File: config.mk
export PLATFORM = sky130hd
export DESIGN_NAME = cdb_arbiter
export DESIGN_NICKNAME = d
export VERILOG_FILES = /design/src/rtl/cdb_arbiter.sv
export SDC_FILE = /design/constraint.sdc
export NUM_CORES = 1
export LEC_CHECK = 0
export ABC_AREA = 1
export CAP_MARGIN = 20
export CORE_MARGIN = 2
export CORE_UTILIZATION = 35
export CTS_CLUSTER_DIAMETER = 100
export DETAILED_ROUTE_END_ITERATION = 16
export GPL_ROUTABILITY_DRIVEN = 0
export PLACE_DENSITY_LB_ADDON = 0.2
export SLEW_MARGIN = 20
export SYNTH_ARGS = -nofsm -noshare
export SYNTH_HDL_FRONTEND = slang
export SYNTH_SLANG_ARGS = --single-unit
File: constraint.sdc
create_clock -name clk_i -period 7.1 [get_ports clk_i]
set_clock_uncertainty 0.15 [all_clocks]
set_input_delay 1.775 -clock clk_i [delete_from_list [all_inputs] [get_ports clk_i]]
set_output_delay 1.775 -clock clk_i [all_outputs]
set_load 0.03 [all_outputs]
File: src/rtl/cdb_arbiter.sv
// -----------------------------------------------------------------------------
// cdb_arbiter
//
// This block shares the common data bus (CDB) between NUM_REQ functional-unit
// result ports. Each cycle it grants at most one eligible requester in
// round-robin order. The granted tag and data go into a one-entry broadcast
// register, which drives the CDB in the following cycle.
//
// The ROB supplies invalidated_n_i, which has a 0 for each entry squashed by a
// flush. A requester whose tag is squashed is acknowledged and its result is
// discarded. A broadcast whose entry is squashed while it sits in the register
// is suppressed.
//
// Handshake (requester side): a result transfers on any cycle with
// req_valid_i[i] & req_ready_o[i]. The requester must hold valid, tag and data
// stable until that cycle. req_ready_o is combinational from the current
// inputs and the round-robin pointer only, and never depends on itself.
// The CDB side has no back-pressure: a broadcast is consumed in its cycle.
//
// Ports
//   clk_i            clock, all state on the rising edge
//   reset_n_i        asynchronous active-low reset
//   req_valid_i      [NUM_REQ]          per-requester result valid
//   req_tag_i        [NUM_REQ*TAG_W]    ROB tag of each result (requester i at i*TAG_W)
//   req_data_i       [NUM_REQ*DATA_W]   result value (requester i at i*DATA_W)
//   req_ready_o      [NUM_REQ]          per-requester accept (grant or squash-discard)
//   invalidated_n_i  [ROB_DEPTH]        0 = ROB entry squashed
//   cdb_valid_o                         CDB broadcast valid
//   cdb_tag_o        [TAG_W]            broadcast ROB tag
//   cdb_data_o       [DATA_W]           broadcast data
//   set_rob_valid_o  [ROB_DEPTH]        one-hot mark-computed strobe to the ROB
// -----------------------------------------------------------------------------
module cdb_arbiter #(
    parameter int NUM_REQ   = 4,
    parameter int DATA_W    = 32,
    parameter int ROB_DEPTH = 8,
    localparam int TAG_W    = $clog2(ROB_DEPTH)
) (
    input  logic                        clk_i,
    input  logic                        reset_n_i,
    input  logic [NUM_REQ-1:0]          req_valid_i,
    input  logic [NUM_REQ*TAG_W-1:0]    req_tag_i,
    input  logic [NUM_REQ*DATA_W-1:0]   req_data_i,
    output logic [NUM_REQ-1:0]          req_ready_o,
    input  logic [ROB_DEPTH-1:0]        invalidated_n_i,
    output logic                        cdb_valid_o,
    output logic [TAG_W-1:0]            cdb_tag_o,
    output logic [DATA_W-1:0]           cdb_data_o,
    output logic [ROB_DEPTH-1:0]        set_rob_valid_o
);

    localparam int PTR_W = (NUM_REQ > 1) ? $clog2(NUM_REQ) : 1;

    // Unpacked views of the flattened request buses.
    logic [TAG_W-1:0]   tag_arr  [NUM_REQ];
    logic [DATA_W-1:0]  data_arr [NUM_REQ];
    logic [NUM_REQ-1:0] live;      // requester's ROB entry not squashed
    logic [NUM_REQ-1:0] squash;
    logic [NUM_REQ-1:0] elig;

    for (genvar g = 0; g < NUM_REQ; g++) begin : g_req
        assign tag_arr[g]  = req_tag_i[g*TAG_W +: TAG_W];
        assign data_arr[g] = req_data_i[g*DATA_W +: DATA_W];
        assign live[g]     = invalidated_n_i[tag_arr[g]];
    end

    assign squash = req_valid_i & ~live;
    assign elig   = req_valid_i & live;

    // Round-robin state and the broadcast register.
    logic [PTR_W-1:0]  rr_ptr;
    logic              bcast_valid;
    logic [TAG_W-1:0]  bcast_tag;
    logic [DATA_W-1:0] bcast_data;

    // Grant selection: the first eligible index at or after rr_ptr. The
    // candidate index is kept one bit wider so that the wrap past
    // NUM_REQ-1 also works when NUM_REQ is not a power of two.
    logic               grant_found;
    logic [PTR_W-1:0]   grant_idx;
    logic [NUM_REQ-1:0] grant_vec;
    logic [PTR_W:0]     cand_sum;

    always_comb begin
        grant_found = 1'b0;
        grant_idx   = '0;
        grant_vec   = '0;
        cand_sum    = '0;
        for (int k = 0; k < NUM_REQ; k++) begin
            cand_sum = {1'b0, rr_ptr} + (PTR_W+1)'(k);
            if (cand_sum >= (PTR_W+1)'(NUM_REQ)) begin
                cand_sum = cand_sum - (PTR_W+1)'(NUM_REQ);
            end
            if (!grant_found && elig[cand_sum[PTR_W-1:0]]) begin
                grant_found                    = 1'b1;
                grant_idx                      = cand_sum[PTR_W-1:0];
                grant_vec[cand_sum[PTR_W-1:0]] = 1'b1;
            end
        end
    end

    // A squashed request is acknowledged so that its producer drops it. This
    // does not use the single grant slot. Nothing is accepted while the block
    // is held in reset.
    assign req_ready_o = reset_n_i ? (squash | grant_vec) : '0;

    always_ff @(posedge clk_i or negedge reset_n_i) begin
        if (!reset_n_i) begin
            rr_ptr      <= '0;
            bcast_valid <= 1'b0;
            bcast_tag   <= '0;
            bcast_data  <= '0;
        end else begin
            // The register never stalls. The valid bit lives for exactly one
            // cycle per grant. Tag and data hold their last granted value
            // between grants.
            bcast_valid <= grant_found;
            if (grant_found) begin
                bcast_tag  <= tag_arr[grant_idx];
                bcast_data <= data_arr[grant_idx];
                rr_ptr     <= (grant_idx == PTR_W'(NUM_REQ-1)) ? '0 : grant_idx + PTR_W'(1);
            end
        end
    end

    // A flush that lands in the broadcast cycle kills the broadcast. Tag and
    // data stay visible regardless of validity.
    assign cdb_valid_o     = bcast_valid & invalidated_n_i[bcast_tag];
    assign cdb_tag_o       = bcast_tag;
    assign cdb_data_o      = bcast_data;
    assign set_rob_valid_o = cdb_valid_o ? (ROB_DEPTH'(1) << bcast_tag) : '0;

endmodule

# Yosys cells after proc, flatten, opt, wreduce, memory -nomap -nowiden
# Index checks and enable logic that the tools add are counted.
[totals] ff_bits=38 in_bits=154 out_inout_bits=48 wordCells=102
[classes] n_addsub=8 magnitude_cmp=18 eq_ne=1 n_shift=1 mux=51 bitwise_logic=9 n_reduce_logical=10
[op_table] cell="binary-select mux 32 bit (select 2 bit)" n=1
[op_table] cell="2-to-1 mux 32 bit" n=2
[op_table] cell="< comparator 3 x 4 -> 1 bit (second input constant)" n=5
[op_table] cell="2-to-1 mux 4 bit" n=5
[op_table] cell="2-to-1 mux 2 bit" n=9
[op_table] cell="2-to-1 mux 1 bit" n=17
[op_table] cell="OR 4 bit" n=4
[op_table] cell="binary-select mux 1 bit (select 3 bit)" n=5
[op_table] cell=">= comparator 3 bit (second input constant)" n=4
[op_table] cell="< comparator 2 x 3 -> 1 bit (second input constant)" n=4
[op_table] cell="bitwise AND 4 bit" n=2
[op_table] cell="binary-select mux 1 bit (select 2 bit)" n=4
[op_table] cell="demux 1 bit (select 2 bit)" n=4
[op_table] cell=">= comparator 2 x 1 -> 1 bit (second input constant)" n=4
[op_table] cell="2-to-1 mux 8 bit" n=1
[op_table] cell="left shift 1 x 3 -> 8 bit (first input constant)" n=1
[op_table] cell="subtractor 2 x 1 -> 2 bit (second input constant)" n=4
[op_table] cell="logical AND 1 bit" n=7
[op_table] cell="adder 2 x 2 -> 3 bit (second input constant)" n=2
[op_table] cell="binary-select mux 3 bit (select 2 bit)" n=1
[op_table] cell="2-to-1 mux 3 bit" n=2
[op_table] cell="NOT 4 bit" n=1
[op_table] cell="adder 2 x 1 -> 3 bit (second input constant)" n=1
[op_table] cell=">= comparator 2 x 3 -> 1 bit (second input constant)" n=1
[op_table] cell="other kinds (5)" n=7

# Logic depth before layout (Yosys ltp)
# Gate-level depths: netlist (run 1).
[logic_depth] ltp_word=19 depth_mapped=18 ltp_nobuf=17

# Worst setup path before layout (run 1)
# Ideal clock, no wire load.
[synth_path] path_kind="input to output" from="input port invalidated_n_i[3]" to="output port req_ready_o[0]" arrival_time_ps=3383 required_time_ps=5175 slack_ps=1792 stages=13 n_path_buf=0 cell_sequence="inv_1 nand2_1 nand3_1 nand3_1 nand3_1 nand2_1 nand3_2 nand2_2 nor2_4 nand3b_4 inv_1 nand2_1 a21oi_1"
[synth_via] elab_chain_cells=17 word_cells_on_any_way=37 classes_between="24 x mux; 7 x bitwise; 6 x reduce/logical"
[synth_lines] item="start: declaration" line="45" source="input logic [ROB_DEPTH-1:0] invalidated_n_i,"
[synth_lines] item="binary-select mux 1 bit (select 3 bit)" line="64" source="assign live[g] = invalidated_n_i[tag_arr[g]];"
[synth_lines] item="2-to-1 mux 1 bit (implied by the code)" line="64"
[synth_lines] item="bitwise AND 4 bit" line="68" source="assign elig = req_valid_i & live;"
[synth_lines] item="binary-select mux 1 bit (select 2 bit)" line="94" source="if (!grant_found && elig[cand_sum[PTR_W-1:0]]) begin"
[synth_lines] item="2-to-1 mux 1 bit (implied by the code)" line="94"
[synth_lines] item="2-to-1 mux 1 bit" line="94"
[synth_lines] item="logical NOT 1 bit" line="94"
[synth_lines] item="logical AND 1 bit" line="94"
[synth_lines] item="2-to-1 mux 1 bit" line="94"
[synth_lines] item="logical NOT 1 bit" line="94"
[synth_lines] item="logical AND 1 bit" line="94"
[synth_lines] item="2-to-1 mux 1 bit" line="94"
[synth_lines] item="logical NOT 1 bit" line="94"
[synth_lines] item="logical AND 1 bit" line="94"
[synth_lines] item="2-to-1 mux 4 bit" line="94"
[synth_lines] item="OR 4 bit *" line="105" source="assign req_ready_o = reset_n_i ? (squash | grant_vec) : '0;"
[synth_lines] item="2-to-1 mux 4 bit *" line="105"
[synth_lines] item="end: declaration" line="44" source="output logic [NUM_REQ-1:0] req_ready_o,"
# Mark *: on every way between the ends. The rest lies on a longest branch, timed or not. The select of a mux whose other input is x is not followed.

# Final worst setup path (run 1)
[layout_path] from="input port req_tag_i[0]" to="output port req_ready_o[2]"
[layout_via] elab_chain_cells=17 word_cells_on_any_way=29 classes_between="18 x mux; 5 x bitwise; 6 x reduce/logical"
[layout_lines] item="start: declaration" line="42" source="input logic [NUM_REQ*TAG_W-1:0] req_tag_i,"
[layout_lines] item="binary-select mux 1 bit (select 3 bit) *" line="64"
[layout_lines] item="2-to-1 mux 1 bit (implied by the code) *" line="64"
[layout_lines] item="bitwise AND 4 bit *" line="68"
[layout_lines] item="binary-select mux 1 bit (select 2 bit)" line="94"
[layout_lines] item="2-to-1 mux 1 bit (implied by the code)" line="94"
[layout_lines] item="2-to-1 mux 1 bit" line="94"
[layout_lines] item="logical NOT 1 bit" line="94"
[layout_lines] item="logical AND 1 bit" line="94"
[layout_lines] item="2-to-1 mux 1 bit" line="94"
[layout_lines] item="logical NOT 1 bit" line="94"
[layout_lines] item="logical AND 1 bit" line="94"
[layout_lines] item="2-to-1 mux 1 bit" line="94"
[layout_lines] item="logical NOT 1 bit" line="94"
[layout_lines] item="logical AND 1 bit" line="94"
[layout_lines] item="2-to-1 mux 4 bit *" line="94"
[layout_lines] item="OR 4 bit *" line="105"
[layout_lines] item="2-to-1 mux 4 bit *" line="105"
# Marks and branches as above.

==> results_dict.tcl, run 1 <==
set metrics [dict create \
    ys.flop_type "dfrtp_1" \
    drcViolationCount 0 \
    post_cts_buffers 0 \
    clkTransAtPathRegs_ns 0.06 \
    yosysWarnings 0 \
    synth.cell_area_um2 4270 \
    insertion_delay_ns 0.27 \
    synth_edf_count 0 \
    cts_root_buf "clkbuf_16" \
    numClockSinks 38 \
    crit_arrival_ns 4.42 \
    max_slew.worst_pin.slew_ns 0.785 \
    p_sw_mw 2.36 \
    final_antenna_net_count 0 \
    post_cts_resized 0 \
    rows 40 \
    synth_nets 924 \
    stdcell_count 1084 \
    gr-usage-met3 0.0482 \
    vdd_drop_max_mv 0.424 \
    hold_viol 0 \
    drtIter0Drc 413 \
    grt_busiest_layer "met2" \
    routed_wl_um 14700 \
    reg2reg_from "rr_ptr[0]" \
    synth_cells 766 \
    rsz0062_at_grt "no" \
    synth_common_cells "nand2_1 (285), inv_1 (159), nand3_1 (107), nand4_1 (80), dfrtp_1 (38)" \
    status "complete, no violations" \
    ys_async_sr_fraction 1.00 \
    power_density_nw_per_um2 625 \
    cts_hold_buf 0 \
    combPwrFrac 0.824 \
    synth_area_leaders "nand2_1 (25%), dfrtp_1 (22%), inv_1 (14%)" \
    slew_violations 0 \
    fin_crit_sh 0.894 \
    criticalPathCategory "in -> out" \
    whs_path_depth 2 \
    post-synth-top-count-cell "nand2_1" \
    maxCapViolCount 0 \
    dp.cells 1076 \
    drive_above_1_share 0.0395 \
    drtPass1Iterations 5 \
    syn_to_final_growth_pct 51.8 \
    die_width_um 114 \
    r2r-end "cdb_data_o[23]" \
    grt_pass1_vias 4897 \
    yosys.area.top_type "nand2_1" \
    core_um2 12000 \
    numCtsBuffers 5 \
    vias 5381 \
    antenna_found_initial 0 \
    io_pins 202 \
    startpoint_type "input pin" \
    num_antenna_cells 0 \
    synth.distinct_cells 27 \
    dpl.hpwl_um 10200 \
    use_met1 0.291 \
    grt_max_degree 71 \
    setup_tns_ns 0 \
    clock.fmax_mhz 158 \
    slew_headroom 0.477 \
    yosysTopAreaCellShare 0.250 \
    initial_utilization 0.357 \
    met2_usage 0.388 \
    endpoint "req_ready_o[2]" \
    p_leak_nw 3.55 \
    required_ns 5.18 \
    grt-ovfl-total 0 \
    period_minus_slack_ns 6.34 \
    reg2reg_slack_ns 3.25 \
    nets 1095 \
    htree_levels 2 \
    setup_viol 0 \
    ys_seq_area_frac 0.223 \
    startpoint "req_tag_i[0]" \
    cts_tree "built" \
    end_kind "output port" \
    via_per_inst 4.96 \
    crit_path_max_fanout 5 \
    p_clk_frac 0.064 \
    die_h_um 114 \
    die-area_um2 13100 \
    netSwitchingFraction 0.581 \
    grtUsageTotal 0.223 \
    grt_pass1_wl_um 23900 \
    internal-power_mw 1.70 \
    hp-class "reg -> reg" \
    reg2reg_depth 14 \
    numPortBuffers 201 \
    clockBufferDepth 2 \
    wire_per_inst_um 13.6 \
    postSynthAreaPerCell_um2 5.58 \
    seqPwrFrac 0.112 \
    synth_seq_cells 38 \
]
-- routing by layer --
metal	up-vias	routed length, µm
li1	2747	-
met1	2413	6470
met2	213	6960
met3	8	1200
met4	0	121
met5	-	0
-- sequential cells by signal, summed over array words and instances (netlist names) --
| name | count |
|---|---|
| bcast_valid | 1 |
| cdb_data_o | 32 |
| cdb_tag_o | 3 |
| rr_ptr | 2 |
-- critical path, cell delays in order --
cell	delay, ns
clkdlybuf4s50_1	0.56
inv_2	0.09
nand2_1	0.08
nand3_1	0.07
nand3_1	0.15
nand4_1	0.17
nand3_1	0.12
o21ai_1	0.14
nand3b_4	0.24
inv_1	0.13
nand2_1	0.06
a21oi_1	0.14
clkdlybuf4s50_1	0.68
-- worst min path at each step --
stage                         startpoint              to  slack [ns]
after floorplan           cdb_data_o[19]  cdb_data_o[19]        0.51
after global placement     cdb_data_o[0]   cdb_data_o[0]        0.31
after detailed placement   cdb_data_o[3]   cdb_data_o[3]        0.31
after CTS                  cdb_data_o[3]   cdb_data_o[3]        0.33
after global routing      cdb_data_o[15]  cdb_data_o[15]        0.35
final                      cdb_data_o[3]   cdb_data_o[3]        0.33
-- area by class of cell --
cell class                      instances  area [µm²]
Inverter                              165         619
Sequential cell                        38         951
Tap cell                              147         184
Multi-Input combinational cell        519        2480
Timing Repair Buffer                  208        2080
Clock inverter                          1        30.0
Clock buffer                            6         139
Fill cell                            1219        5480
-- per-stage QoR --
stage | hold slack (ns) | power, mW | worst slack (ns) | utilization | instance area, µm²
6_report | 0.327 | 4.06 | 0.755 | 0.542 | 6490
5_1_grt | 0.354 | 4.52 | 0.495 | 0.542 | 6490
4_1_cts | 0.331 | 4.04 | 0.757 | 0.540 | 6460
3_5_place_dp | 0.314 | 3.77 | 0.765 | 0.526 | 6290
3_3_place_gp | 0.310 | 3.74 | 0.780 | 0.526 | 6290
2_1_floorplan | 0.507 | 2.96 | 1.79 | - | 4270
-- kinds of logic after synthesis --
family                   synth area share
AND/OR/NAND/NOR                     0.533
buffers and inverters               0.199
flip-flops                          0.223
AO/OA/AOI/OAI                      0.0337
adder cells (fa/ha/maj)            0.0117
-- placed cells by master, fill, tap and decap left out, drive strengths merged --
master / synthesis / routed
nand2: 289 / 289
clkdlybuf4s50: 0 / 200
inv: 164 / 165
nand3: 114 / 114
nand4: 80 / 80
dfrtp: 38 / 38
nor2: 9 / 9
buf: 42 / 8
a21oi: 6 / 6
clkbuf: 2 / 6
a221oi: 4 / 4
o22ai: 4 / 4
ha: 4 / 4
nor3: 3 / 3
o21ai: 3 / 3
nand3b: 1 / 1
a311oi: 1 / 1
o31ai: 1 / 1
bufinv: 0 / 1
-- power by group through the flow --
stage	clock, mW	combinational, mW	sequential, mW
floorplan	0	2.31	0.643
global placement	0	3.29	0.453
detailed placement	0	3.32	0.456
CTS	0.267	3.32	0.455
global route	0.275	3.78	0.471
finish	0.259	3.34	0.456
Power figures use the tool's default switching activity.
==> run 2, diff against run 1 <==
Settings changed: SETUP_SLACK_MARGIN set to 0.1.
==> results of run 2 <==
Final layout, timing and power as in run 1 (identical DEF).
==> run 3, diff against run 2 <==
Settings changed: CORE_ASPECT_RATIO set to 0.9, CTS_CLUSTER_SIZE set to 16.
==> run 3 against run 2 <==
  * Hold slack worse by 0.0014 ns
  * Non-clock buffer count unchanged
  * Utilization about the same
==> results_dict.tcl, run 3 (synthesis gave the netlist of run 1 again) <==
set metrics [dict create \
    numPortBuffers 201 \
    reg2reg_from "rr_ptr[0]" \
    numClockSinks 38 \
    grt_pass1_vias 4810 \
    slowest_delay_ns 0.69 \
    fill_cells 1244 \
    setup_tns_ns 0 \
    dpl.hpwl_um 10900 \
    numCtsBuffers 5 \
    drcViolationCount 0 \
    fin_util 0.542 \
    hold_viol 0 \
    nets 1095 \
    whs_path_depth 2 \
    initial_utilization 0.357 \
    final_antenna_net_count 0 \
    cts_tree "built" \
    clockBufferDepth 2 \
    cts_root_buf "clkbuf_16" \
    final_common_cell "nand2_1" \
    vias 5275 \
    end_kind "output port" \
    crit_path_max_fanout 5 \
    stdcell_count 1098 \
    post-place-ws_ns 0.746 \
    mostFrequentLayoutCells "nand2_1 (285), clkdlybuf4s50_1 (200), inv_1 (159)" \
    setup_viol 0 \
    post_cts_resized 0 \
    period_minus_slack_ns 6.39 \
    io_pins 202 \
    reg2reg_slack_ns 3.15 \
    slew_headroom 0.298 \
    die-area_um2 13100 \
    reg2reg_depth 14 \
    die_h_um 109 \
    drtPass1Iterations 7 \
    hp-class "reg -> reg" \
    via_per_inst 4.80 \
    status "complete, no violations" \
    rows 38 \
    grtUsageTotal 0.231 \
    die_width_um 120 \
    fin_crit_sh 0.899 \
    clock.fmax_mhz 157 \
    crit_arrival_ns 4.46 \
    syn_to_final_growth_pct 52.1 \
    largest_reg_flops 32 \
    cp.buffers_inverters 4 \
    maxCapViolCount 0 \
    whs_endpoint "cdb_data_o[14]" \
    cts_hold_buf 0 \
    dp.cells 1089 \
    rsz0062_at_grt "no" \
    htree_levels 2 \
    hold_start "cdb_data_o[14]" \
    r2r-end "cdb_data_o[6]" \
    grt_pass1_wl_um 24500 \
    insertion_delay_ns 0.28 \
    slew_violations 0 \
    drtIter0Drc 344 \
    startpoint_type "input pin" \
    worstPathCellList "clkdlybuf4s50_1, inv_2, nand2_1, nand3_1, nand3_1, nand3_1, nand2_1, nand3_2, nand2_2, nor2_4, nand3b_4, inv_1, nand2_1, a21oi_1, clkdlybuf4s50_1" \
    cp_top_family "buffers and inverters" \
    crit_slowest_cell "clkdlybuf4s50_1" \
    grt_max_degree 71 \
    criticalPathCategory "in -> out" \
    required_ns 5.18 \
    antenna_found_initial 0 \
    post_cts_buffers 0 \
    core_um2 12000 \
    worst_slack_ns 0.714 \
    max_slew.worst_pin.slew_ns 1.05 \
    wire_per_inst_um 13.8 \
    routed_wl_um 15200 \
    grt-ovfl-total 0 \
    num_antenna_cells 0 \
    clkTransAtPathRegs_ns 0.06 \
    drive_above_1_share 0.0394 \
]
==> run 3: worst reg2reg max path: cells and delay by family, from the launching register on <==
kind / cells / cell delay (ns)
and+or+nand+nor: 10 / 1.99
adders and majority gates: 1 / 0.41
DFF: 1 / 0.63
buffers and inverters: 3 / 0.65
==> run 3: how the worst max path moves through the flow <==
| stage | endpoint | slack [ns] | depth (start not counted) | from |
|---|---|---|---|---|
| detailed placement | req_ready_o[3] | 0.75 | 15 | req_tag_i[3] |
| CTS | req_ready_o[3] | 0.74 | 15 | req_tag_i[3] |
| floorplan | req_ready_o[0] | 1.79 | 13 | invalidated_n_i[3] |
| global route | req_ready_o[3] | 0.48 | 13 | req_tag_i[0] |
| global placement | req_ready_o[3] | 0.78 | 15 | req_tag_i[3] |
| finish | req_ready_o[2] | 0.71 | 15 | req_tag_i[3] |
==> run 3: final cells by class <==
type,count,area [µm²],area share
Sequential cell,38,951,0.146
Multi-Input combinational cell,519,2480,0.382
Inverter,165,619,0.0953
Timing Repair Buffer,208,2090,0.322
Clock inverter,2,12.5,0.00193
Clock buffer,6,139,0.0214
Tap cell,160,200,0.0308
==> run 3: metal layers <==
metal,wire [µm],GRT usage,share of wire
met2,6860,0.368,0.45
met1,7080,0.327,0.47
met5,0,0,0
met4,237,0.0523,0.016
met3,980,0.0392,0.065
==> run 3: through the flow <==
stage / hold slack, ns / area [µm²]
floorplan: 0.507 / 4270
global placement: 0.310 / 6320
detailed placement: 0.314 / 6320
CTS: 0.331 / 6470
global route: 0.342 / 6500
finish: 0.325 / 6500
Power of run 3 is not shown: default switching activity piles up to over one toggle a cycle in this logic, so the estimate is an artifact.
